File: config.mk
export PLATFORM = sky130hd
export DESIGN_NAME = jt5205_seq
export DESIGN_NICKNAME = d
export VERILOG_FILES = /design/src/rtl/jt5205_seq.sv
export SDC_FILE = /design/constraint.sdc
export NUM_CORES = 1
export LEC_CHECK = 0
export ABC_AREA = 0
export CORE_AREA = 2 2 90 92
export CTS_BUF_LIST = sky130_fd_sc_hd__clkbuf_8 sky130_fd_sc_hd__clkbuf_16
export DETAILED_ROUTE_END_ITERATION = 16
export DIE_AREA = 0 0 92 94
export GPL_TIMING_DRIVEN = 0
export MAX_ROUTING_LAYER = met4
export PLACE_DENSITY = 0.74
export SLEW_MARGIN = 40
export SYNTH_ARGS = -nofsm -noshare
export SYNTH_HDL_FRONTEND = slang
export SYNTH_SLANG_ARGS = --single-unit
File: constraint.sdc
create_clock -name clk -period 2.3 [get_ports clk]
set_input_delay 0.46 -clock clk [delete_from_list [all_inputs] [get_ports clk]]
set_output_delay 0.46 -clock clk [all_outputs]
set_load 0.02 [all_outputs]
File: src/rtl/jt5205_seq.sv
// ADPCM playback sequencer: rate-select enables for jt5205, ROM fetch with one-byte prefetch, nibble feed high-first.
// Enables are combinational from cen; din/control registered; ROM stalls surface as zero-nibble underruns with sticky err.
module jt5205_seq #(
   parameter int AW = 16
) (
   input  logic          clk,
   input  logic          rst,
   input  logic          cen,
   input  logic [1:0]    sel,
   input  logic          start,
   input  logic          stop,
   input  logic [AW-1:0] start_addr,
   input  logic [AW-1:0] end_addr,
   output logic [AW-1:0] rom_addr,
   output logic          rom_cs,
   input  logic [7:0]    rom_data,
   input  logic          rom_ok,
   output logic          cen_hf,
   output logic          cen_lo,
   output logic [3:0]    din,
   output logic          adpcm_rst,
   output logic          busy,
   output logic          done,
   output logic          err
);

   typedef enum logic [1:0] {
      IDLE  = 2'd0,
      FETCH = 2'd1,
      PLAY  = 2'd2
   } state_t;

   state_t          state, state_nxt;
   logic [6:0]      cnt;
   logic [6:0]      pm1;
   logic            run;
   logic            wrap;
   logic            tick;
   logic [AW-1:0]   end_q;
   logic            guard;
   logic            accept;
   logic [7:0]      cur;
   logic            cur_last;
   logic            half;
   logic [7:0]      next_byte;
   logic            next_vld;
   logic            addr_is_end;

   logic            take_first;
   logic            take_next;
   logic            tick_hi;
   logic            tick_end;
   logic            tick_load;
   logic            tick_under;

   // ---------------------------------------------------------------
   // Sample-rate divider
   // ---------------------------------------------------------------
   always_comb begin
      pm1 = 7'd47;
      case (sel)
         2'd0:    pm1 = 7'd95;
         2'd1:    pm1 = 7'd63;
         2'd2:    pm1 = 7'd47;
         default: pm1 = 7'd47;
      endcase
   end

   assign run    = (sel != 2'd3);
   assign wrap   = (cnt >= pm1);
   assign cen_hf = cen & run;
   assign cen_lo = cen & run & wrap;
   assign tick   = cen_lo;

   // >= rather than == so shortening the period mid-count wraps at once
   always_ff @(posedge clk or posedge rst) begin
      if (rst) begin
         cnt <= 7'd0;
      end else if (cen) begin
         if (!run || wrap) cnt <= 7'd0;
         else              cnt <= cnt + 7'd1;
      end
   end

   // ---------------------------------------------------------------
   // ROM handshake: rom_ok is ignored the cycle a new address appears
   // ---------------------------------------------------------------
   assign accept      = rom_cs & rom_ok & ~guard;
   assign addr_is_end = (rom_addr == end_q);

   // ---------------------------------------------------------------
   // Control FSM
   // ---------------------------------------------------------------
   always_ff @(posedge clk or posedge rst) begin
      if (rst) state <= IDLE;
      else     state <= state_nxt;
   end

   always_comb begin
      state_nxt  = state;
      take_first = 1'b0;
      take_next  = 1'b0;
      tick_hi    = 1'b0;
      tick_end   = 1'b0;
      tick_load  = 1'b0;
      tick_under = 1'b0;
      if (stop) begin
         state_nxt = IDLE;
      end else if (start) begin
         state_nxt = FETCH;
      end else begin
         case (state)
            FETCH: begin
               if (accept) begin
                  take_first = 1'b1;
                  state_nxt  = PLAY;
               end
            end
            PLAY: begin
               take_next = accept;
               if (tick) begin
                  if (half) begin
                     tick_hi = 1'b1;
                  end else if (cur_last) begin
                     tick_end  = 1'b1;
                     state_nxt = IDLE;
                  end else if (next_vld) begin
                     tick_load = 1'b1;
                  end else begin
                     tick_under = 1'b1;
                  end
               end
            end
            default: state_nxt = IDLE;
         endcase
      end
   end

   // ---------------------------------------------------------------
   // Datapath: fetch address, byte buffers, nibble output, status
   // ---------------------------------------------------------------
   always_ff @(posedge clk or posedge rst) begin
      if (rst) begin
         rom_addr  <= '0;
         rom_cs    <= 1'b0;
         end_q     <= '0;
         guard     <= 1'b0;
         cur       <= 8'd0;
         cur_last  <= 1'b0;
         half      <= 1'b0;
         next_byte <= 8'd0;
         next_vld  <= 1'b0;
         din       <= 4'd0;
         adpcm_rst <= 1'b1;
         busy      <= 1'b0;
         done      <= 1'b0;
         err       <= 1'b0;
      end else begin
         done  <= 1'b0;
         guard <= 1'b0;
         if (stop) begin
            rom_cs    <= 1'b0;
            adpcm_rst <= 1'b1;
            busy      <= 1'b0;
            din       <= 4'd0;
            half      <= 1'b0;
            next_vld  <= 1'b0;
         end else if (start) begin
            // restart drops any in-flight byte; guard masks a stale rom_ok
            rom_addr  <= start_addr;
            end_q     <= end_addr;
            rom_cs    <= 1'b1;
            guard     <= 1'b1;
            err       <= 1'b0;
            busy      <= 1'b1;
            adpcm_rst <= 1'b1;
            din       <= 4'd0;
            half      <= 1'b0;
            next_vld  <= 1'b0;
         end else begin
            if (take_first) begin
               cur       <= rom_data;
               din       <= rom_data[7:4];
               half      <= 1'b1;
               adpcm_rst <= 1'b0;
               cur_last  <= addr_is_end;
               if (!addr_is_end) begin
                  rom_addr <= rom_addr + AW'(1);
                  guard    <= 1'b1;
               end else begin
                  rom_cs <= 1'b0;
               end
            end
            if (take_next) begin
               next_byte <= rom_data;
               next_vld  <= 1'b1;
               rom_cs    <= 1'b0;
            end
            if (tick_hi) begin
               din  <= cur[3:0];
               half <= 1'b0;
            end
            if (tick_end) begin
               done      <= 1'b1;
               adpcm_rst <= 1'b1;
               busy      <= 1'b0;
               din       <= 4'd0;
            end
            // rom_addr still names the buffered byte when it is promoted
            if (tick_load) begin
               cur      <= next_byte;
               din      <= next_byte[7:4];
               half     <= 1'b1;
               next_vld <= 1'b0;
               cur_last <= addr_is_end;
               if (!addr_is_end) begin
                  rom_addr <= rom_addr + AW'(1);
                  rom_cs   <= 1'b1;
                  guard    <= 1'b1;
               end
            end
            if (tick_under) begin
               din <= 4'd0;
               err <= 1'b1;
            end
         end
      end
   end

endmodule

==> results.toml <==
[synth]
synth_ff_type = "dfrtp_1"
ys_warn_count = 0
postSynth.asyncResetShare = 1.000
netlist_instances = 361
ys_ff_latch = 66
synth_nets = 414
synth_area_per_cell_um2 = 9.542
synth-edff-count = 0
ys_seq_area_frac = 0.4798
ys_types = 63
synthesis.area_um2 = 3445

[setup_path]
end_kind = "output port"
criticalPathCategory = "flop to output port"
setup.worst_path.start = "cnt[6]"
cp_slowest_cell = "dfrtp_1"
cp_max_fo = 4
path_cells = "ha_4, nand3_1, or3_4, a21boi_4, buf_6"
r2r_start = "cnt[6]"
critPathLaunchType = "flop"
worstPathArrival_ns = 1.82
cpPeakStageDelay_ns = 0.41
required_ns = 1.84

[sta]
finalCritPeriodShare = 0.9917
hold_violations = 0
period_minus_slack_ns = 2.281
max_freq_mhz = 438.4
max-slew-margin-rel = 0.6140
drv_slew = 0
setup_violations = 0
holdWs_ns = 0.4450
rsz0062_at_grt = "yes"
worst_pin_slew_ns = 0.5790
clock_skew_ns = 0.01435

[placement]
dpl_cell_area_um2 = 4327
globalplace.congestion = 0.8956
post-dp-hpwl_um = 6424
io_buffers = 72
dp.cells = 536

[power_and_ir_drop]
finalPower_uw = 3088
power_density_nw_per_um2 = 651.8
p_leak_uw = 0.002072
ir_worst_vdd_mv = 0.3428

[clock_network]
cts_tree = "built"
hold_buffers = 0
cts-root-buf = "clkbuf_8"
cts.sinks = 66
clkLatencyLatePin_ns = 0.36
clock_path_buffers = 2
htreeDepth = 3
cts_inserted_buffers = 9
clk_pin_slew_ns = 0.09

[route]
drc = 0
drt-wirelength-per-cell_um = 15.88
drt-pass1-iter-count = 4
via_per_inst = 5.541
ant_nets = 0
dr.first_iter.drc_count = 205
routed_wl_um = 8990
num_vias = 3136

[grt]
antenna_found_initial = 0
grt_pass1_wl_um = 14750
first_global_vias = 3002
grtUsageTotal = 0.2245
gr-total-overflow = 0
grt_max_degree = 38

[layout]
antenna_cells = 0
fillers = 653
drive_gt1_frac = 0.1616
nNetsFinal = 512
design_area_um2 = 4737
final_common_cell = "nand2_1"
area_growth_pct = 37.52
layout_common_cells = "71 x nand2_1, 67 x clkdlybuf4s50_1, 61 x dfrtp_1, 27 x nor2_1, 20 x xor2_1"
fin_util = 0.6227
layoutNonFillerInstCount = 566

[floorplan]
die_y_um = 94
start_util = 0.4528
row_count = 32
die_w_um = 92
io_pins = 75
dieArea_um2 = 8648
coreArea_um2 = 7607

[run]
max_cap_violations = 0

[hold_path]
hold_class = "primary input to asynchronous set/reset pin"

[run_status]
status = "finished clean"
==> sequential cells by signal, indices dropped and copies added, names as in the netlist, 2 cells and up <==
register   count
cnt            7
cur            4
din            4
end_q         16
next_byte      8
rom_addr      16
state          2
==> layer usage <==
metal / global-route usage / vias up / routed length [µm]
li1: - / 1499 / -
met1: 0.2842 / 1503 / 3919
met2: 0.3572 / 118 / 4357
met3: 0.04013 / 16 / 500
met4: 0.09826 / 0 / 212
met5: - / - / 0
==> logic make-up after synthesis <==
| family | synth area share |
|---|---|
| AND/OR/NAND/NOR | 0.2190 |
| AO/OA/AOI/OAI | 0.1551 |
| flip-flops | 0.4798 |
| buffers and inverters | 0.03378 |
| XOR/XNOR | 0.05594 |
| multiplexers | 0.03814 |
| adder cells (fa/ha/maj) | 0.01816 |
==> through the flow <==
step / worst slack [ns] / setup TNS (ns)
6_report: 0.01918 / 0
3_5_place_dp: -0.9208 / -20.38
3_3_place_gp: -1.008 / -84.29
5_1_grt: -0.05245 / -0.05245
4_1_cts: -0.02279 / -0.02279
2_1_floorplan: -0.004743 / -0.004743
==> worst paths after layout <==
path                                 to  slack [ns]  cells after the start
hold reg to reg                end_q[4]        0.50                      2
min in group clk                 cnt[0]        0.49                      4
setup / recovery                 cen_lo        0.02                      5
setup reg to reg            rom_addr[6]        0.09                      7
hold / removal             next_byte[4]        0.45                      2
max in group asynchronous     adpcm_rst        1.27                      3
==> synth_stat cells, types with 3 or more instances <==
cell,count,share of area
a21oi_1,9,0.013
a221o_1,4,0.012
a22o_1,5,0.013
a22oi_1,4,0.0087
a31oi_1,7,0.013
and3_1,5,0.0091
buf_2,3,0.0044
clkbuf_1,10,0.011
dfrtp_1,65,0.47
ha_1,5,0.018
inv_1,8,0.0087
mux2_2,8,0.026
mux2i_1,3,0.0087
nand2_1,71,0.077
nand3_1,12,0.017
nand4_1,9,0.016
nor2_1,28,0.031
nor3_1,10,0.015
nor4_1,4,0.0073
o211ai_1,3,0.0065
o21ai_0,10,0.015
o22ai_1,6,0.011
o311ai_0,3,0.0076
xor2_1,20,0.051
==> layout make-up <==
class / count / area [µm²] / share of cell area
Multi-Input combinational cell: 270 / 1783 / 0.3764
Buffer: 14 / 68.82 / 0.01453
Sequential cell: 66 / 1658 / 0.3500
Timing Repair Buffer: 89 / 863.3 / 0.1823
Clock inverter: 7 / 76.32 / 0.01611
Tap cell: 102 / 127.6 / 0.02694
Inverter: 9 / 36.28 / 0.007660
Clock buffer: 9 / 123.9 / 0.02615
==> critical path: cells and delay by family (launching register included) <==
kind | cells | cell delay [ns]
flip-flops | 1 | 0.41
adder cells (fa/ha/maj) | 1 | 0.29
AO/OA/AOI/OAI | 1 | 0.19
AND/OR/NAND/NOR | 2 | 0.45
buffers and inverters | 1 | 0.13
==> where the power goes <==
part           total (µW)  switching [µW]  internal (µW)
Clock                1000             497            507
Sequential           1430             153           1280
Combinational         650             325            325
==> what timing repair did <==
item	CTS	global route
cloned	0	1
hold endpoints to repair	0	0
setup buffers	7	8
gates resized for setup	29	17
setup endpoints to repair	32	24
pin swaps	6	12
No activity file was read; power rests on OpenSTA's default activity.
